File: src/rtl/pot_adc_scheduler_if.sv
// ADC pin bundle between pot_adc_scheduler (master) and the
// external ADC0804-class converter plus analog mux (slave).
interface pot_adc_scheduler_if;
  logic [7:0] adc_data;
  logic       adc_done_n;
  logic       adc_start_n;
  logic       adc_rd_n;
  logic       mux_sel;

  modport master (
    input  adc_data,
    input  adc_done_n,
    output adc_start_n,
    output adc_rd_n,
    output mux_sel
  );

  modport slave (
    output adc_data,
    output adc_done_n,
    input  adc_start_n,
    input  adc_rd_n,
    input  mux_sel
  );
endinterface

File: src/rtl/pot_adc_scheduler.sv
// Time-shares one 8-bit parallel ADC between two paddle pots.
// Optional: POT_ADC_AVERAGE_EN enables a 2-sample running average.
module pot_adc_scheduler #(
  parameter int SETTLE_CYCLES = 100,
  parameter int START_CYCLES  = 4,
  parameter int CONV_TIMEOUT  = 1000,
  parameter int READ_CYCLES   = 3
) (
  input  logic       sys_clk,
  input  logic       reset,
  input  logic       enable,
  pot_adc_scheduler_if.master adc,
  output logic [7:0] p1_value,
  output logic [7:0] p2_value,
  output logic       p1_valid,
  output logic       p2_valid,
  output logic       timeout_err
);

  localparam int MAX_AB = (SETTLE_CYCLES > START_CYCLES) ?
                          SETTLE_CYCLES : START_CYCLES;
  localparam int MAX_CD = (CONV_TIMEOUT > READ_CYCLES) ?
                          CONV_TIMEOUT : READ_CYCLES;
  localparam int MAXP   = (MAX_AB > MAX_CD) ? MAX_AB : MAX_CD;
  localparam int CW     = $clog2(MAXP + 1);

  localparam logic [CW-1:0] SET_LAST = CW'(SETTLE_CYCLES - 1);
  localparam logic [CW-1:0] STA_LAST = CW'(START_CYCLES - 1);
  localparam logic [CW-1:0] TMO_LAST = CW'(CONV_TIMEOUT - 1);
  localparam logic [CW-1:0] RD_LAST  = CW'(READ_CYCLES - 1);

  typedef enum logic [2:0] {
    IDLE,
    SETTLE,
    START,
    CONVERT,
    READ,
    STORE
  } state_t;

  state_t        state;
  logic [CW-1:0] cnt;
  logic [1:0]    done_sync;
  logic          done_s;
  logic          start_n_q;
  logic          rd_n_q;
  logic          mux_q;
  logic [7:0]    cap;
  logic [7:0]    store_val;

`ifdef POT_ADC_AVERAGE_EN
  logic [1:0]    primed;
  logic [7:0]    old_val;
  logic [8:0]    avg_sum;

  // Rounded mean in 9 bits so 255+255+1 cannot overflow.
  always_comb begin
    old_val   = mux_q ? p2_value : p1_value;
    avg_sum   = {1'b0, old_val} + {1'b0, cap} + 9'd1;
    store_val = primed[mux_q] ? 8'(avg_sum >> 1) : cap;
  end
`else
  always_comb begin
    store_val = cap;
  end
`endif

  assign done_s          = done_sync[1];
  assign adc.adc_start_n = start_n_q;
  assign adc.adc_rd_n    = rd_n_q;
  assign adc.mux_sel     = mux_q;

  always_ff @(posedge sys_clk or posedge reset) begin
    if (reset) begin
      state       <= IDLE;
      cnt         <= '0;
      done_sync   <= 2'b11;
      start_n_q   <= 1'b1;
      rd_n_q      <= 1'b1;
      mux_q       <= 1'b0;
      cap         <= '0;
      p1_value    <= '0;
      p2_value    <= '0;
      p1_valid    <= 1'b0;
      p2_valid    <= 1'b0;
      timeout_err <= 1'b0;
`ifdef POT_ADC_AVERAGE_EN
      primed      <= '0;
`endif
    end else begin
      done_sync <= {done_sync[0], adc.adc_done_n};
      p1_valid  <= 1'b0;
      p2_valid  <= 1'b0;

      unique case (state)
        IDLE: begin
          cnt <= '0;
          if (enable) state <= SETTLE;
        end

        SETTLE: begin
          if (cnt == SET_LAST) begin
            cnt       <= '0;
            start_n_q <= 1'b0;
            state     <= START;
          end else begin
            cnt <= cnt + 1'b1;
          end
        end

        START: begin
          if (cnt == STA_LAST) begin
            cnt       <= '0;
            start_n_q <= 1'b1;
            state     <= CONVERT;
          end else begin
            cnt <= cnt + 1'b1;
          end
        end

        CONVERT: begin
          // Done wins over a same-cycle timeout.
          if (!done_s) begin
            cnt    <= '0;
            rd_n_q <= 1'b0;
            state  <= READ;
          end else if (cnt == TMO_LAST) begin
            cnt         <= '0;
            timeout_err <= 1'b1;
            mux_q       <= ~mux_q;
            state       <= enable ? SETTLE : IDLE;
          end else begin
            cnt <= cnt + 1'b1;
          end
        end

        READ: begin
          if (cnt == RD_LAST) begin
            cnt    <= '0;
            cap    <= adc.adc_data;
            rd_n_q <= 1'b1;
            state  <= STORE;
          end else begin
            cnt <= cnt + 1'b1;
          end
        end

        STORE: begin
          if (mux_q) begin
            p2_value <= store_val;
            p2_valid <= 1'b1;
          end else begin
            p1_value <= store_val;
            p1_valid <= 1'b1;
          end
`ifdef POT_ADC_AVERAGE_EN
          primed[mux_q] <= 1'b1;
`endif
          cnt   <= '0;
          mux_q <= ~mux_q;
          state <= enable ? SETTLE : IDLE;
        end

        default: begin
          cnt   <= '0;
          state <= IDLE;
        end
      endcase
    end
  end

endmodule

File: src/flat_wrapper.sv
// flat-port wrapper written by rule: the top's interface ports become plain ports
module pot_adc_scheduler_flat 
#(
  parameter int SETTLE_CYCLES = 100,
  parameter int START_CYCLES  = 4,
  parameter int CONV_TIMEOUT  = 1000,
  parameter int READ_CYCLES   = 3
)
  (sys_clk, reset, enable, p1_value, p2_value, p1_valid, p2_valid, timeout_err, adc_adc_data, adc_adc_done_n, adc_adc_start_n, adc_adc_rd_n, adc_mux_sel);
  pot_adc_scheduler_if adc_i ();
  input  logic sys_clk;
  input  logic reset;
  input  logic enable;
  output logic [7:0] p1_value;
  output logic [7:0] p2_value;
  output logic p1_valid;
  output logic p2_valid;
  output logic timeout_err;
  input wire logic [$bits(adc_i.adc_data)-1:0] adc_adc_data;
  input wire logic [$bits(adc_i.adc_done_n)-1:0] adc_adc_done_n;
  output wire logic [$bits(adc_i.adc_start_n)-1:0] adc_adc_start_n;
  output wire logic [$bits(adc_i.adc_rd_n)-1:0] adc_adc_rd_n;
  output wire logic [$bits(adc_i.mux_sel)-1:0] adc_mux_sel;
  assign adc_i.adc_data = adc_adc_data;
  assign adc_i.adc_done_n = adc_adc_done_n;
  assign adc_adc_start_n = adc_i.adc_start_n;
  assign adc_adc_rd_n = adc_i.adc_rd_n;
  assign adc_mux_sel = adc_i.mux_sel;
  pot_adc_scheduler #(.SETTLE_CYCLES(SETTLE_CYCLES), .START_CYCLES(START_CYCLES), .CONV_TIMEOUT(CONV_TIMEOUT), .READ_CYCLES(READ_CYCLES)) u_core (.sys_clk(sys_clk), .reset(reset), .enable(enable), .adc(adc_i), .p1_value(p1_value), .p2_value(p2_value), .p1_valid(p1_valid), .p2_valid(p2_valid), .timeout_err(timeout_err));
endmodule
File: config.mk
export PLATFORM = sky130hd
export DESIGN_NAME = pot_adc_scheduler_flat
export DESIGN_NICKNAME = d
export VERILOG_FILES = /design/src/rtl/pot_adc_scheduler_if.sv /design/src/rtl/pot_adc_scheduler.sv /design/src/flat_wrapper.sv
export SDC_FILE = /design/constraint.sdc
export NUM_CORES = 1
export LEC_CHECK = 0
export BUFFER_PORTS_ARGS = -buffer_cell sky130_fd_sc_hd__buf_2
export CAP_MARGIN = 30
export CORE_MARGIN = 4
export CORE_UTILIZATION = 55
export CTS_CLUSTER_DIAMETER = 200
export DETAILED_ROUTE_END_ITERATION = 12
export GPL_TIMING_DRIVEN = 0
export HOLD_SLACK_MARGIN = 0.06
export PLACE_DENSITY = 0.79
export SKIP_LAST_GASP = 1
export SLEW_MARGIN = 10
export SYNTH_ARGS = -nofsm -noshare
export SYNTH_HDL_FRONTEND = slang
export SYNTH_SLANG_ARGS = --single-unit
File: constraint.sdc
create_clock -name sys_clk -period 2.4 [get_ports sys_clk]
set_clock_uncertainty 0.1 [all_clocks]
set_input_delay 0 -clock sys_clk [delete_from_list [all_inputs] [get_ports sys_clk]]
set_output_delay 0 -clock sys_clk [all_outputs]
set_load 0.005 [all_outputs]
---- After elaboration in Yosys (flattened, before gate mapping) ----
Index checks and enable logic that the tools add are counted.
word-level totals
  output and inout port bits .............. 22
  register bits after elaboration ......... 45
operators by class
  add/subtract/negate cells ............... 1
  reductions and logical operators ........ 12
  bitwise logic cells ..................... 1
  multiplexer cells ....................... 27
  equality and inequality tests ........... 17
operators with widths
  cell                                                                    number
  10-bit two-way mux                                                      5
  10-bit one-hot mux with 4 select lines                                  1
  10-bit by 2-bit equality test with 1-bit output, second input constant  2
  3-bit two-way mux                                                       6
  3-bit one-hot mux with 6 select lines                                   1
  3-bit AND reduction                                                     4
  1-bit two-way mux                                                       11
  10-bit by 1-bit adder with 10-bit output, second input constant         1
  10-bit equality test, second input constant                             1
  10-bit by 7-bit equality test with 1-bit output, second input constant  1
  2-bit by 1-bit != test with 1-bit output, second input constant         5
  3-bit by 2-bit equality test with 1-bit output, second input constant   2
  3-bit equality test, second input constant                              2
  1-bit one-hot mux with 2 select lines                                   3
  2-bit AND reduction                                                     3
  2-bit nonzero test                                                      3
  5-bit AND reduction                                                     1
  2-bit != test, second input constant                                    2
  3-bit by 1-bit equality test with 1-bit output, second input constant   1
  3-bit zero test                                                         1
  3-bit != test, second input constant                                    1
  1-bit inverter                                                          1

---- Depth between registers and ports, before layout ----
Gate-level depths: netlist of the first run.
  depth in word-level cells ............... 4
  depth in mapped cells ................... 7
  mapped depth without buffers ............ 6

---- Least setup slack after synthesis of the first run ----
No wires, ideal clock.
  path type ............................... reg2reg
  from .................................... register u_core.cnt[3]
  to ...................................... register u_core.state[0]
  library setup time ...................... 124 ps
  arrival ................................. 1536 ps
  path slack .............................. 640 ps
  stages on the path, launching flop included .. 7
  period minus slack after synthesis ...... 1760 ps
  buffers on the path ..................... 1
  path through ............................ dfrtp_1 > nor4_4 > nand3_2 > a32oi_2 > and2_4 > buf_8 > a21oi_2
on the way
  word-level cells in the longest chain between the ends .. 3
  elaborated cells between the ends (all ways) .. 9
  those cells by class .................... eq/ne: 8; reduce/logical: 1
RTL lines
  what                                                                                 line                      text
  start: declaration                                                                   pot_adc_scheduler.sv:42   logic [CW-1:0] cnt;
  start signal: assignment                                                             pot_adc_scheduler.sv:107  cnt <= cnt + 1'b1;
  start signal: assignment                                                             pot_adc_scheduler.sv:117  cnt <= cnt + 1'b1;
  start signal: assignment                                                             pot_adc_scheduler.sv:133  cnt <= cnt + 1'b1;
  10-bit equality test, or another cell as far along                                   pot_adc_scheduler.sv:127  end else if (cnt == TMO_LAST) begin
  3-bit != test (no line) or 2-bit by 1-bit != test with 1-bit output (tied branches)  n/a
  5-bit AND reduction (no line) *                                                      n/a
  end signal: assignment                                                               pot_adc_scheduler.sv:131  state <= enable ? SETTLE : IDLE;
  end signal: assignment                                                               pot_adc_scheduler.sv:161  state <= enable ? SETTLE : IDLE;
  end: declaration                                                                     pot_adc_scheduler.sv:41   state_t state;
Mark *: on every way between the ends. The rest lies on a longest branch, timed or not.
A chain may end at the register's enable or synchronous reset.

---- Final worst setup path of the first run ----
  from .................................... register u_core.cnt[1]
  to ...................................... register u_core.cnt[2]
on the way
  word-level cells in the longest chain between the ends .. 4
  elaborated cells between the ends (all ways) .. 11
  those cells by class .................... add/sub: 1; eq/ne: 4; mux: 6
RTL lines
  what                                                                              line                      text
  10-bit by 1-bit adder with 10-bit output or 10-bit equality test (tied branches)  n/a
  10-bit two-way mux                                                                pot_adc_scheduler.sv:127
  10-bit two-way mux                                                                pot_adc_scheduler.sv:123  if (!done_s) begin
  10-bit one-hot mux with 4 select lines *                                          pot_adc_scheduler.sv:95   unique case (state)
Marked as above.

==> impl_metrics.yaml, run 1 <==
run_status:
  status: "finished, final reports clean"
synthesis:
  syn-num-nets: 167
  post_synth_num_cell_types: 39
  ys_seq_area_frac: 0.5784
  synth.yosys.warnings: 0
  yosys_register_bits: 45
  syn_area_per_cell_um2: 12.78
  syn-instance-count: 153
  synth_area_um2: 1956
setup_path:
  end_kind: "register"
  timing.critical_path.required_ps: 2560
  ff2ff_path_depth: 7
  worst-setup-path-type: "register to register"
  type_of_origin_of_the_critical_path: "register"
  worstPathArrival_ps: 2240
  reg2reg_setup_slack_ps: 320
  critical_path.reg2reg.startpoint: "u_core.cnt[1]"
  critical_path.reg2reg.endpoint: "u_core.cnt[2]"
  critical_path.max_fanout: 10
final_layout:
  finish.net_count: 220
  final-seq-area_um2: 1131
  fillCellCount: 233
  final_layout_size_suffix_gt1_frac: 0.4010
  layout.core_utilization: 0.7102
  diodes: 0
  syn2layout_area_growth_pct: 23.10
  mostFrequentLayoutCell: "sky130_fd_sc_hd__dfrtp_1"
  most-common-layout-cells: "41 x sky130_fd_sc_hd__dfrtp_1, 33 x sky130_fd_sc_hd__buf_2, 24 x sky130_fd_sc_hd__mux2_2, 15 x sky130_fd_sc_hd__nor2_1, 12 x sky130_fd_sc_hd__dlygate4sd3_1"
  combined_area_of_the_multi_input_logic_cells_um2: 787.0
sta:
  grt_setup_unrepaired: "no"
  drv_slew: 0
  finalSetupViolCount: 0
  fmax_mhz: 481.4
  whs_ps: 165.5
  timing.final.hold_violations: 0
  timing.setup.tns_ps: 0
  worstMarginPinSlew_ps: 507.3
  tcrit_tclk_final: 0.8655
  layout_min_cycle_time_ps: 2077
  timing.slew.headroom: 0.6614
placement:
  place.port_buffers: 33
  last_weighted_congestion_value_of_the_routability_driven_placer: 0.8389
  dp_hpwl_um: 2542
clock_tree:
  clkLatencyLatePin_ps: 370
  numCtsBuffers: 5
  cts-root-buf: "sky130_fd_sc_hd__clkbuf_4"
  tritoncts: "yes"
  clk_pin_slew_worst_paths_ps: 130
  cts.path.max_buffers: 2
  cts-htree-levels: 2
  postCtsResizedCells: 0
  numClockSinks: 45
global_routing:
  grt_util_all_layers: 0.2056
  met2_usage: 0.3220
  grt_pass1_vias: 1468
  global_route.usage.met1: 0.2555
  overflow: 0
  grt_first_pass_wirelength_um: 6755
  grt_busiest_layer: "met2"
  globalRouteMet3Util: 0.07488
  initial_antenna_violation_count: 0
  grt_start_max_net_pins: 40
pwr:
  vdd_drop_max_uv: 686.3
  finalPower_mw: 2.626
  power_leakage_nw: 1.151
  power_density_nw_per_um2: 1091
die:
  core_area_um2: 3390
  die_w_um: 67.63
  die_y_um: 67.63
  std_cell_rows: 21
  number_of_top_level_design_ports: 34
  floorplan.initialDensity: 0.5770
  die_area_um2: 4574
route:
  post_route_drc_violation_count: 0
  drt_iter0_markers: 57
  avgRoutedWirePerCell_um: 15.00
  route.antenna.remaining_nets: 0
  drt_pass1_iterations: 4
  finalWirelength_um: 3796
  avgViaCountPerCell: 5.352
  route.vias.total: 1354
worst_hold_path:
  min-delay-start: "adc_adc_done_n"
  worst_min_delay_path_class: "input pin to register"
  min_to: "u_core.done_sync[0]"
  timing.hold.worst_path_depth: 2
job:
  cap_viol_max_count: 0
-- repair_timing --
action | in CTS | in global routing
setup buffers | 0 | 0
endpoints found under the hold margin | 55 | 0
hold buffers | 12 | 0
-- flip-flops by register name, indices dropped and copies added (netlist names) --
name,flops
u_core.adc.adc_rd_n,1
u_core.adc.adc_start_n,1
u_core.adc.mux_sel,1
u_core.cap,8
u_core.cnt,10
u_core.done_sync,2
u_core.p1_valid,1
u_core.p1_value,8
u_core.p2_valid,1
u_core.p2_value,8
u_core.state,3
u_core.timeout_err,1
-- final cells by class --
class | count | area share
plain buffers | 2 | 0.007796
clock buffers | 6 | 0.02131
clock inverters | 2 | 0.01559
inverters | 5 | 0.007796
multi-input cells | 101 | 0.3269
flip-flops and latches | 45 | 0.4699
well taps | 46 | 0.02391
repair buffers | 46 | 0.1268
-- critical path: stages, from the launching register on --
cell and delay (ps):
sky130_fd_sc_hd__dfrtp_1 430, sky130_fd_sc_hd__ha_1 280, sky130_fd_sc_hd__nand4b_1 120, sky130_fd_sc_hd__nor3_1 400
sky130_fd_sc_hd__a2bb2oi_1 270, sky130_fd_sc_hd__and2_4 190, sky130_fd_sc_hd__buf_8 130, sky130_fd_sc_hd__nor2_1 50
-- Yosys cell counts --
master                      instances  area [um^2]
sky130_fd_sc_hd__nand2_1            6        22.52
sky130_fd_sc_hd__a21boi_0           1        7.510
sky130_fd_sc_hd__mux2_2            24        270.3
sky130_fd_sc_hd__a21oi_2            1        8.760
sky130_fd_sc_hd__buf_8              1        15.01
sky130_fd_sc_hd__o21ai_0            4        20.02
sky130_fd_sc_hd__nand4_2            1        12.51
sky130_fd_sc_hd__nor4_2             1        12.51
sky130_fd_sc_hd__nand4_1            1        6.260
sky130_fd_sc_hd__and2b_2            1        8.760
sky130_fd_sc_hd__dfstp_2            4        105.1
sky130_fd_sc_hd__nand2b_1           1        6.260
sky130_fd_sc_hd__a21oi_1            1        5.000
sky130_fd_sc_hd__nor4_4             1        21.27
sky130_fd_sc_hd__and3_1             3        18.77
sky130_fd_sc_hd__a2bb2oi_1          1        8.760
sky130_fd_sc_hd__inv_1              5        18.77
sky130_fd_sc_hd__nor2b_1            3        18.77
sky130_fd_sc_hd__ha_1               2        25.02
sky130_fd_sc_hd__and3_2             1        7.510
sky130_fd_sc_hd__nor3_1             3        15.01
sky130_fd_sc_hd__clkbuf_1           1        3.750
sky130_fd_sc_hd__nand3_1            8        40.04
sky130_fd_sc_hd__nor2_2             1        6.260
sky130_fd_sc_hd__nand3_2            1        10.01
sky130_fd_sc_hd__xor2_1             3        26.28
sky130_fd_sc_hd__nand4b_1           1        8.760
sky130_fd_sc_hd__and2_4             1        8.760
sky130_fd_sc_hd__xnor2_1            6        52.55
sky130_fd_sc_hd__a31oi_1            1        6.260
sky130_fd_sc_hd__and4bb_2           1        12.51
sky130_fd_sc_hd__a22oi_1            1        7.510
sky130_fd_sc_hd__nor2_1            15        56.30
sky130_fd_sc_hd__o2bb2ai_1          1        8.760
sky130_fd_sc_hd__a32oi_2            1        16.27
sky130_fd_sc_hd__a41o_1             1        10.01
sky130_fd_sc_hd__and2b_1            2        15.01
sky130_fd_sc_hd__or3_1              1        6.260
sky130_fd_sc_hd__dfrtp_1           41         1026
-- power by group --
part	internal (mW)	switching, mW
clock	0.247	0.245
combinational	0.487	0.417
sequential	1.03	0.204
total	1.76	0.865
-- per-layer routing --
metal	wire length, um	share of wire	up-vias
met3	206	0.054	9
met1	1614	0.43	674
li1	-	-	641
met2	1891	0.50	30
met5	0	0	-
met4	82	0.022	0
-- through the flow --
stage / instances / setup WS (ps) / area, um^2
finish: 253 / 322.9 / 2407
global route: 253 / 167.6 / 2407
CTS: 253 / 319.6 / 2407
detailed placement: 233 / 346.5 / 2198
global placement: 232 / 376.3 / 2178
floorplan: 153 / 640.2 / 1956
-- worst max-delay path by stage --
stage | from | endpoint | depth (start not counted) | slack [ps]
2_1_floorplan | u_core.cnt[3] | u_core.state[0] | 6 | 640
3_3_place_gp | u_core.cnt[0] | u_core.state[0] | 7 | 380
3_5_place_dp | u_core.cnt[1] | u_core.state[0] | 7 | 350
4_1_cts | u_core.cnt[1] | u_core.cnt[2] | 7 | 320
5_1_grt | u_core.cnt[1] | u_core.cnt[2] | 7 | 170
6_report | u_core.cnt[1] | u_core.cnt[2] | 7 | 320
-- cells by family (layout without fill, tap and decap cells) --
| logic type | count (synthesis) | in the layout | share of synthesized area |
|---|---|---|---|
| simple gates | 53 | 53 | 0.1606 |
| flops | 45 | 45 | 0.5784 |
| mux | 24 | 24 | 0.1382 |
| compound gates | 13 | 13 | 0.05055 |
| xor+xnor | 9 | 9 | 0.04031 |
| buf+inv | 7 | 61 | 0.01919 |
| fa+ha+maj | 2 | 2 | 0.01279 |
(Power assumes the default switching activity.)
==> inputs of run 2 (changes only) <==
Settings changed: CORE_ASPECT_RATIO from default to 1.75.
==> run 2 against run 1 <==
  * Combinational power grew 1%
  * Non-clock buffer count shrank 1
  * Clock power decreased by 1%
  * First-iteration DRC count decreased by 60%
  * Final area barely moved
  * Largest power group unchanged
  * Global-route usage is 0.12 points higher
  * Clock-buffer cell count up 1
  * Maximum frequency decreased by 2.5%
==> impl_metrics.yaml, run 2 (synthesized netlist as in run 1, its figures left out) <==
global_routing:
  grt_first_pass_wirelength_um: 6982
  grt_pass1_vias: 1481
  grt_start_max_net_pins: 28
  overflow: 0
  initial_antenna_violation_count: 0
  grt_util_all_layers: 0.2068
route:
  wl_met2_um: 2206
  route.antenna.remaining_nets: 0
  avgRoutedWirePerCell_um: 15.53
  avgViaCountPerCell: 5.414
  drt-met1-wl_um: 1437
  drt_iter0_markers: 23
  post_route_drc_violation_count: 0
  drt_pass1_iterations: 4
  met3_wirelength_um: 157
  finalWirelength_um: 3898
  route.vias.total: 1359
  top_layer: "met4"
pwr:
  clkPwrFrac: 0.184
  power_density_nw_per_um2: 1092
  finalPower_mw: 2.630
  vdd_drop_max_uv: 814.3
  total_switching_power_mw: 0.8807
  power.combinational.fraction: 0.348
  seqPwrFrac: 0.468
  netSwitchingFraction: 0.3348
  p_int_mw: 1.749
  power_leakage_nw: 1.150
placement:
  last_weighted_congestion_value_of_the_routability_driven_placer: 0.7515
  place.port_buffers: 33
  dp_hpwl_um: 2858
sta:
  timing.slew.headroom: 0.6756
  fmax_mhz: 469.3
  timing.setup.tns_ps: 0
  layout_min_cycle_time_ps: 2131
  finalSetupViolCount: 0
  worstMarginPinSlew_ps: 486.0
  grt_setup_unrepaired: "no"
  drv_slew: 0
  timing.final.hold_violations: 0
  tcrit_tclk_final: 0.8879
clock_tree:
  cts-htree-levels: 2
  cts-root-buf: "sky130_fd_sc_hd__clkbuf_8"
  numClockSinks: 45
  clkLatencyLatePin_ps: 300
  numCtsBuffers: 5
  tritoncts: "yes"
  cts.path.max_buffers: 2
  clk_pin_slew_worst_paths_ps: 80
worst_hold_path:
  worst_min_delay_path_class: "input pin to async pin"
die:
  die_area_um2: 4611
  die_w_um: 53.08
  die_y_um: 86.88
  floorplan.initialDensity: 0.5755
  number_of_top_level_design_ports: 34
  core_area_um2: 3398
  std_cell_rows: 28
final_layout:
  number_of_flip_flops_under_the_largest_register_name: 10
  mostFrequentLayoutCell: "sky130_fd_sc_hd__dfrtp_1"
  syn2layout_area_growth_pct: 23.16
  most-common-layout-cells: "41 x sky130_fd_sc_hd__dfrtp_1, 33 x sky130_fd_sc_hd__buf_2, 24 x sky130_fd_sc_hd__mux2_2, 15 x sky130_fd_sc_hd__nor2_1, 11 x sky130_fd_sc_hd__dlygate4sd3_1"
  top_register: "u_core.cnt"
  layout.core_utilization: 0.7088
  finish.net_count: 219
  diodes: 0
  final_layout_size_suffix_gt1_frac: 0.3981
setup_path:
  timing.critical_path.required_ps: 2490
  critical_path.reg2reg.startpoint: "u_core.cnt[0]"
  type_of_origin_of_the_critical_path: "register"
  critical_path.max_fanout: 10
  worst-setup-path-type: "register to register"
  worstPathArrival_ps: 2220
  end_kind: "register"
  startpoint: "u_core.cnt[0]"
job:
  cap_viol_max_count: 0
run_status:
  status: "finished, final reports clean"
==> run 2: routing by layer <==
layer / global-route usage / vias to the layer above
met5: 0 / -
met1: 0.2235 / 681
met2: 0.3643 / 31
li1: - / 638
met4: 0.1023 / 0
met3: 0.04803 / 9
==> run 2: path summary, 6_finish.rpt <==
kind	cells past startpoint	slack, ps	end
max in group asynchronous	4	1590	u_core.p2_valid
worst min register to register	0	260	u_core.done_sync[1]
min in group sys_clk	2	250	u_core.done_sync[0]
worst max register to register	7	270	u_core.state[0]
worst max-delay path	7	270	u_core.state[0]
worst min-delay path	3	140	u_core.p2_value[3]
==> run 2: worst max-delay path: stages (launching register included) <==
cell and delay [ps]:
sky130_fd_sc_hd__dfrtp_1 420, sky130_fd_sc_hd__ha_1 290, sky130_fd_sc_hd__nand4b_1 120, sky130_fd_sc_hd__nor3_1 390, sky130_fd_sc_hd__a2bb2oi_1 320, sky130_fd_sc_hd__and2_4 200
sky130_fd_sc_hd__buf_8 130, sky130_fd_sc_hd__a21oi_2 50
==> run 2: layout make-up <==
cell class | instances | area, um^2
Clock buffer | 7 | 86.33
Sequential cell | 45 | 1131
Inverter | 5 | 18.77
Clock inverter | 1 | 7.507
Fill cell | 249 | 989.7
Multi-Input combinational cell | 101 | 787.0
Buffer | 2 | 18.77
Tap cell | 45 | 56.30
Timing Repair Buffer | 45 | 302.8
==> run 2: timing repair <==
| action | CTS | global route |
|---|---|---|
| buffers inserted | 0 | 0 |
| hold buffers | 11 | 0 |
| resized for setup | 0 | 0 |
| endpoints found under the hold margin | 55 | 0 |
==> run 2: per-stage QoR <==
step	cells	cell area, um^2	hold WS, ps	setup WS [ps]
CTS	251	2409	150.9	298.9
global placement	231	2177	4.923	400.6
finish	251	2409	143.3	269.1
detailed placement	232	2205	-66.65	310.1
global route	251	2409	184.5	49.81
floorplan	153	1956	-95.52	640.2
==> run 2: power by group through the flow <==
stage	clock [mW]	combinational, mW	sequential, mW
final	0.485	0.914	1.23
after global routing	0.529	1.01	1.27
after CTS	0.496	0.922	1.23
after detailed placement	0	0.905	1.24
after global placement	0	0.852	1.21
after floorplan	0	0.607	1.21
